**src/rtl/ones_seq_ctrl.sv**
```systemverilog
// ones_seq_ctrl: sequences an external serial ones-counter (clear, count, timeout) and holds the corrected result.
module ones_seq_ctrl #(
    parameter int TIMEOUT    = 24,
    parameter int CLR_CYCLES = 2
) (
    input  logic        clk,
    input  logic        reset,
    input  logic        in_valid,
    output logic        in_ready,
    input  logic [15:0] in_data,
    output logic        cnt_clr,
    output logic [15:0] cnt_a,
    input  logic [3:0]  cnt_ones,
    input  logic        cnt_done,
    output logic        out_valid,
    input  logic        out_ready,
    output logic [4:0]  out_ones,
    output logic        out_err
);
    localparam int CW = $clog2(CLR_CYCLES + 1);
    localparam int TW = $clog2(TIMEOUT + 1);

    typedef enum logic [1:0] {IDLE, CLEAR, COUNT, HOLD} state_t;

    state_t        state, next;
    logic [15:0]   word;
    logic [CW-1:0] clr_cnt;
    logic [TW-1:0] cyc;
    logic          clr_last, time_up;

    assign clr_last  = clr_cnt == CW'(CLR_CYCLES - 1);
    assign time_up   = cyc == TW'(TIMEOUT - 1);
    assign in_ready  = state == IDLE;
    assign out_valid = state == HOLD;
    // Reset also drives the clear so the downstream counter stays cleared while held.
    assign cnt_clr   = reset || state == CLEAR;
    assign cnt_a     = word;

    always_comb begin
        next = state;
        case (state)
            IDLE:    next = in_valid ? CLEAR : IDLE;
            CLEAR:   next = clr_last ? COUNT : CLEAR;
            COUNT:   next = (cnt_done || time_up) ? HOLD : COUNT;
            HOLD:    next = out_ready ? IDLE : HOLD;
            default: next = IDLE;
        endcase
    end

    always_ff @(posedge clk or posedge reset) begin
        if (reset) begin
            state    <= IDLE;
            word     <= '0;
            clr_cnt  <= '0;
            cyc      <= '0;
            out_ones <= '0;
            out_err  <= 1'b0;
        end else begin
            state   <= next;
            clr_cnt <= (state == CLEAR) ? clr_cnt + CW'(1) : '0;
            cyc     <= (state == COUNT) ? cyc + TW'(1) : '0;
            if (state == IDLE && in_valid)
                word <= in_data;
            // cnt_done takes priority over a coincident timeout.
            if (state == COUNT && cnt_done) begin
                out_ones <= {word == 16'hFFFF, cnt_ones};
                out_err  <= 1'b0;
            end else if (state == COUNT && time_up) begin
                out_ones <= '0;
                out_err  <= 1'b1;
            end
        end
    end
endmodule

```
**config.mk**
```make
export PLATFORM = sky130hd
export DESIGN_NAME = ones_seq_ctrl
export DESIGN_NICKNAME = d
export VERILOG_FILES = /design/src/rtl/ones_seq_ctrl.sv
export SDC_FILE = /design/constraint.sdc
export NUM_CORES = 1
export LEC_CHECK = 0
export BUFFER_PORTS_ARGS = -buffer_cell sky130_fd_sc_hd__buf_2
export CAP_MARGIN = 5
export CORE_AREA = 2 2 65 67
export DETAILED_ROUTE_END_ITERATION = 10
export DIE_AREA = 0 0 67 69
export PLACE_DENSITY = 0.62
export REMOVE_ABC_BUFFERS = 1
export SLEW_MARGIN = 30
export SYNTH_ARGS = -nofsm -noshare
export SYNTH_HDL_FRONTEND = slang
export SYNTH_SLANG_ARGS = --single-unit
```
**constraint.sdc**
```tcl
create_clock -name clk -period 1.7 [get_ports clk]
set_clock_uncertainty 0.1 [all_clocks]
set_input_delay 0.17 -clock clk [delete_from_list [all_inputs] [get_ports clk]]
set_output_delay 0.17 -clock clk [all_outputs]
set_load 0.03 [all_outputs]
```
==> results.txt <==
The count of nets after finishing came out at 179. The tools report the number of diodes as 0. Leakage dissipation: 0.887 nW. The proportion of netlist area held by the largest area contributor came out at 58.5%.

Type of element capturing the critical path: an output port. The worst setup path is of the register to output port kind. After layout, the worst setup slack is 0.108 ns. Flip-flop and latch count after synthesis: 31. TritonCTS built the clock tree. The slew at the pin with the worst max-slew slack was 0.387 ns. Post-CTS timing repair inserted 0 buffers for setup.

The first detailed-routing pass took 4 iterations. The number of placed I/O pins is 50. The logs give 74.2% for the tightest slew margin relative to the limit and 5 for the number of CTS-inserted buffers.

The final critical path time including I/O delays and setup works out to 1.59 ns. Based on the critical path, the design can be clocked at up to 0.628 GHz. Mean cell area of the mapped netlist: 14.0 µm². The clock-pin slew reported for the worst setup and hold paths after clock tree synthesis is 0.06 ns. The initial antenna violation count came out at 0. Counting every sink on the clock net gives 31. CTS placed an instance of clkbuf_8 at the clock tree root. The total count of hold-check failures in the final report came out at 0.

Relative to the synthesized area, the layout overhead comes to 32.3%. The total number of placement rows was 23; the initial core utilization was 33.9%. The synthesized area came out at 1330 µm². The number of pins with negative max-slew slack in the final report is 0. At the worst endpoint, the arrival time is 1.32 ns. In the final routed layout, each cell accounts on average for 13.6 µm. The logs give 1.26 mV for the peak supply drop and 0.196 ns for the worst slack at placement.

The internal power of the cells totals 2.16 mW. The run gives 2110 µm as the total half-perimeter wirelength after legalization and detailed placement. Of all flip-flops after synthesis, the portion carrying an async set or reset was 100%.

After detailed routing, the total wire length is 2770 µm. The number of global-route vias before repair was 1015. Max-cap violations in this run came to 0. Summed over all layers, the global routing overflow is 0. The run finished with clean final reports. Setup repair after global routing left no endpoint under its margin.

Entering global routing, the biggest net connects 32 pins. In this run the worst path has a maximum fanout of 9. After detailed routing, the number of remaining DRC violations is 0. The portion of total power attributed to combinational logic is 43.5%. The total number of H-tree levels was 2; the required time reported for the critical path endpoint was 1.43 ns. Once detail routing completed, the nets flagged for antenna violations numbered 0. The run gives 95 as the instance count of the mapped netlist. The total of warnings raised by yosys is 0. The launching element type of the critical path was a register. The number of vias after detailed routing is 933.

By area the synthesized netlist is led by dfrtp_1 58%, mux2_4 10%, mux2_2 5.9%. The die height is 69 µm, and the total routing resource utilization after global routing is 13.4%. By count the netlist is led by 31 x dfrtp_1, 10 x nor2_1, 9 x mux2_4.

Measured on the finished design, the core utilization comes to 44.8%. For the number of gates resized after cts, the log shows 0. The total power is 3.61 mW, and the die outline area is 4620 µm². The total power per unit cell area came out at 2060 nW/µm². The setup check on the worst reg-to-reg path leaves a slack of 0.19 ns. Among all flip-flop cells after synthesis, the most frequent one is dfrtp_1.

The run gives 2 as the worst-case clock buffer depth. Part of the cycle the worst path needs: 93.7%. The worst hold path belongs to the class input pin to register. For this design the total switching power over the nets is 1.45 mW. Setup violations remaining at the end of the flow were counted as 0. Counting flops with a built-in enable in the synthesized netlist gives 0. The share of power burned in the clock network came out at 20.4%.

Net switching is 40.1% of the power. For the portion of the post-synthesis area used by sequential elements, the log shows 58.5%. By instance count, the leading cell after synthesis is dfrtp_1. The hold buffer count at CTS was 1; the global-route wire length before repair was 4660 µm. For the number of DRC markers after the initial detailed-route iteration, the log shows 24. Width of the die: 67 µm.

The number of different library cells used by synthesis comes to 26. The biggest area contributor in the post-synthesis netlist is dfrtp_1. At the end of routability-driven placement, the weighted congestion stood at 0.710. Input and output buffers added on the ports amount to 49. The core area is 3910 µm², and the sequential power share is 36.1%. The via density per instance is 4.60, and the fraction of final layout cells sized beyond drive strength 1 is 51.6%.

For the worst-skew pair, the clock arrives at the later sink with an insertion delay of 0.28 ns. Setup total negative slack on the finished layout was measured at 0 ns.
-- cell type report --
type                    instances  area, µm²
fillers                       374       2160
well taps                      50       62.6
clock inverters                 2       35.0
flip-flops and latches         31        776
repair buffers                 53        290
inverters                       3       11.3
clock buffers                   6       82.6
multi-input cells              58        497
-- metrics by stage --
step,hold slack [ns],instance area [µm²],cells
finish,0.0115,1750,203
global route,0.00903,1750,203
floorplan,0.177,1280,92
CTS,0.00338,1750,203
global placement,0.232,1630,194
detailed placement,0.236,1630,194
-- cells in the final DEF, fill, tap and decap left out, types with 2 or more instances in the layout --
master,count
buf_2,49
dfrtp_1,31
nor2_1,10
mux2_4,9
mux2_2,7
clkbuf_8,6
a22o_1,5
nand4_1,4
inv_1,3
a21oi_1,3
nand3_1,2
xor2_1,2
nand2_1,2
ha_1,2
buf_4,2
-- worst max-delay path: stages (launching register included) --
cell	delay [ns]
dfrtp_1	0.49
or2b_1	0.29
nand2_1	0.08
buf_2	0.19
-- state kept, by name, indices dropped and copies added, names as in the netlist --
| name | flops |
|---|---|
| clr_cnt | 2 |
| cnt_a | 16 |
| cyc | 5 |
| out_err | 1 |
| out_ones | 5 |
| state | 2 |
-- power groups by stage --
stage	Sequential (mW)	Combinational, mW	Clock, mW
floorplan	1.75	0.652	0
global placement	1.29	1.56	0
detailed placement	1.32	1.58	0
CTS	1.30	1.59	0.760
global route	1.35	1.67	0.787
finish	1.30	1.57	0.735
-- path summary, 6_finish.rpt --
kind                            startpoint     endpoint  depth (start not counted)
min in group asynchronous            reset       cyc[3]                          4
worst max-delay path              state[0]      cnt_clr                          3
worst max register to register    state[1]     cnt_a[1]                          3
max in group asynchronous            reset  out_ones[1]                          4
worst min-delay path             out_ready     state[1]                          2
worst min register to register  clr_cnt[0]   clr_cnt[0]                          1
-- logic make-up (layout without fill, tap and decap cells) --
| kind of cell | count (synthesis) | after routing | synth area share [%] |
|---|---|---|---|
| compound gates | 10 | 10 | 5.28 |
| xor+xnor | 3 | 3 | 1.98 |
| fa+ha+maj | 2 | 2 | 1.89 |
| buf+inv | 6 | 64 | 4.06 |
| flops | 31 | 31 | 58.5 |
| mux | 17 | 17 | 16.9 |
| simple gates | 26 | 26 | 11.4 |
-- metal layers --
metal | up-vias | part of all wire, % | GRT usage [%]
li1 | 449 | - | -
met1 | 452 | 43 | 17.0
met2 | 30 | 49 | 20.2
met3 | 2 | 6.6 | 5.22
met4 | 0 | 0.69 | 5.22
met5 | - | 0 | 0
Note: power is estimated with default switching activity, not from simulation.
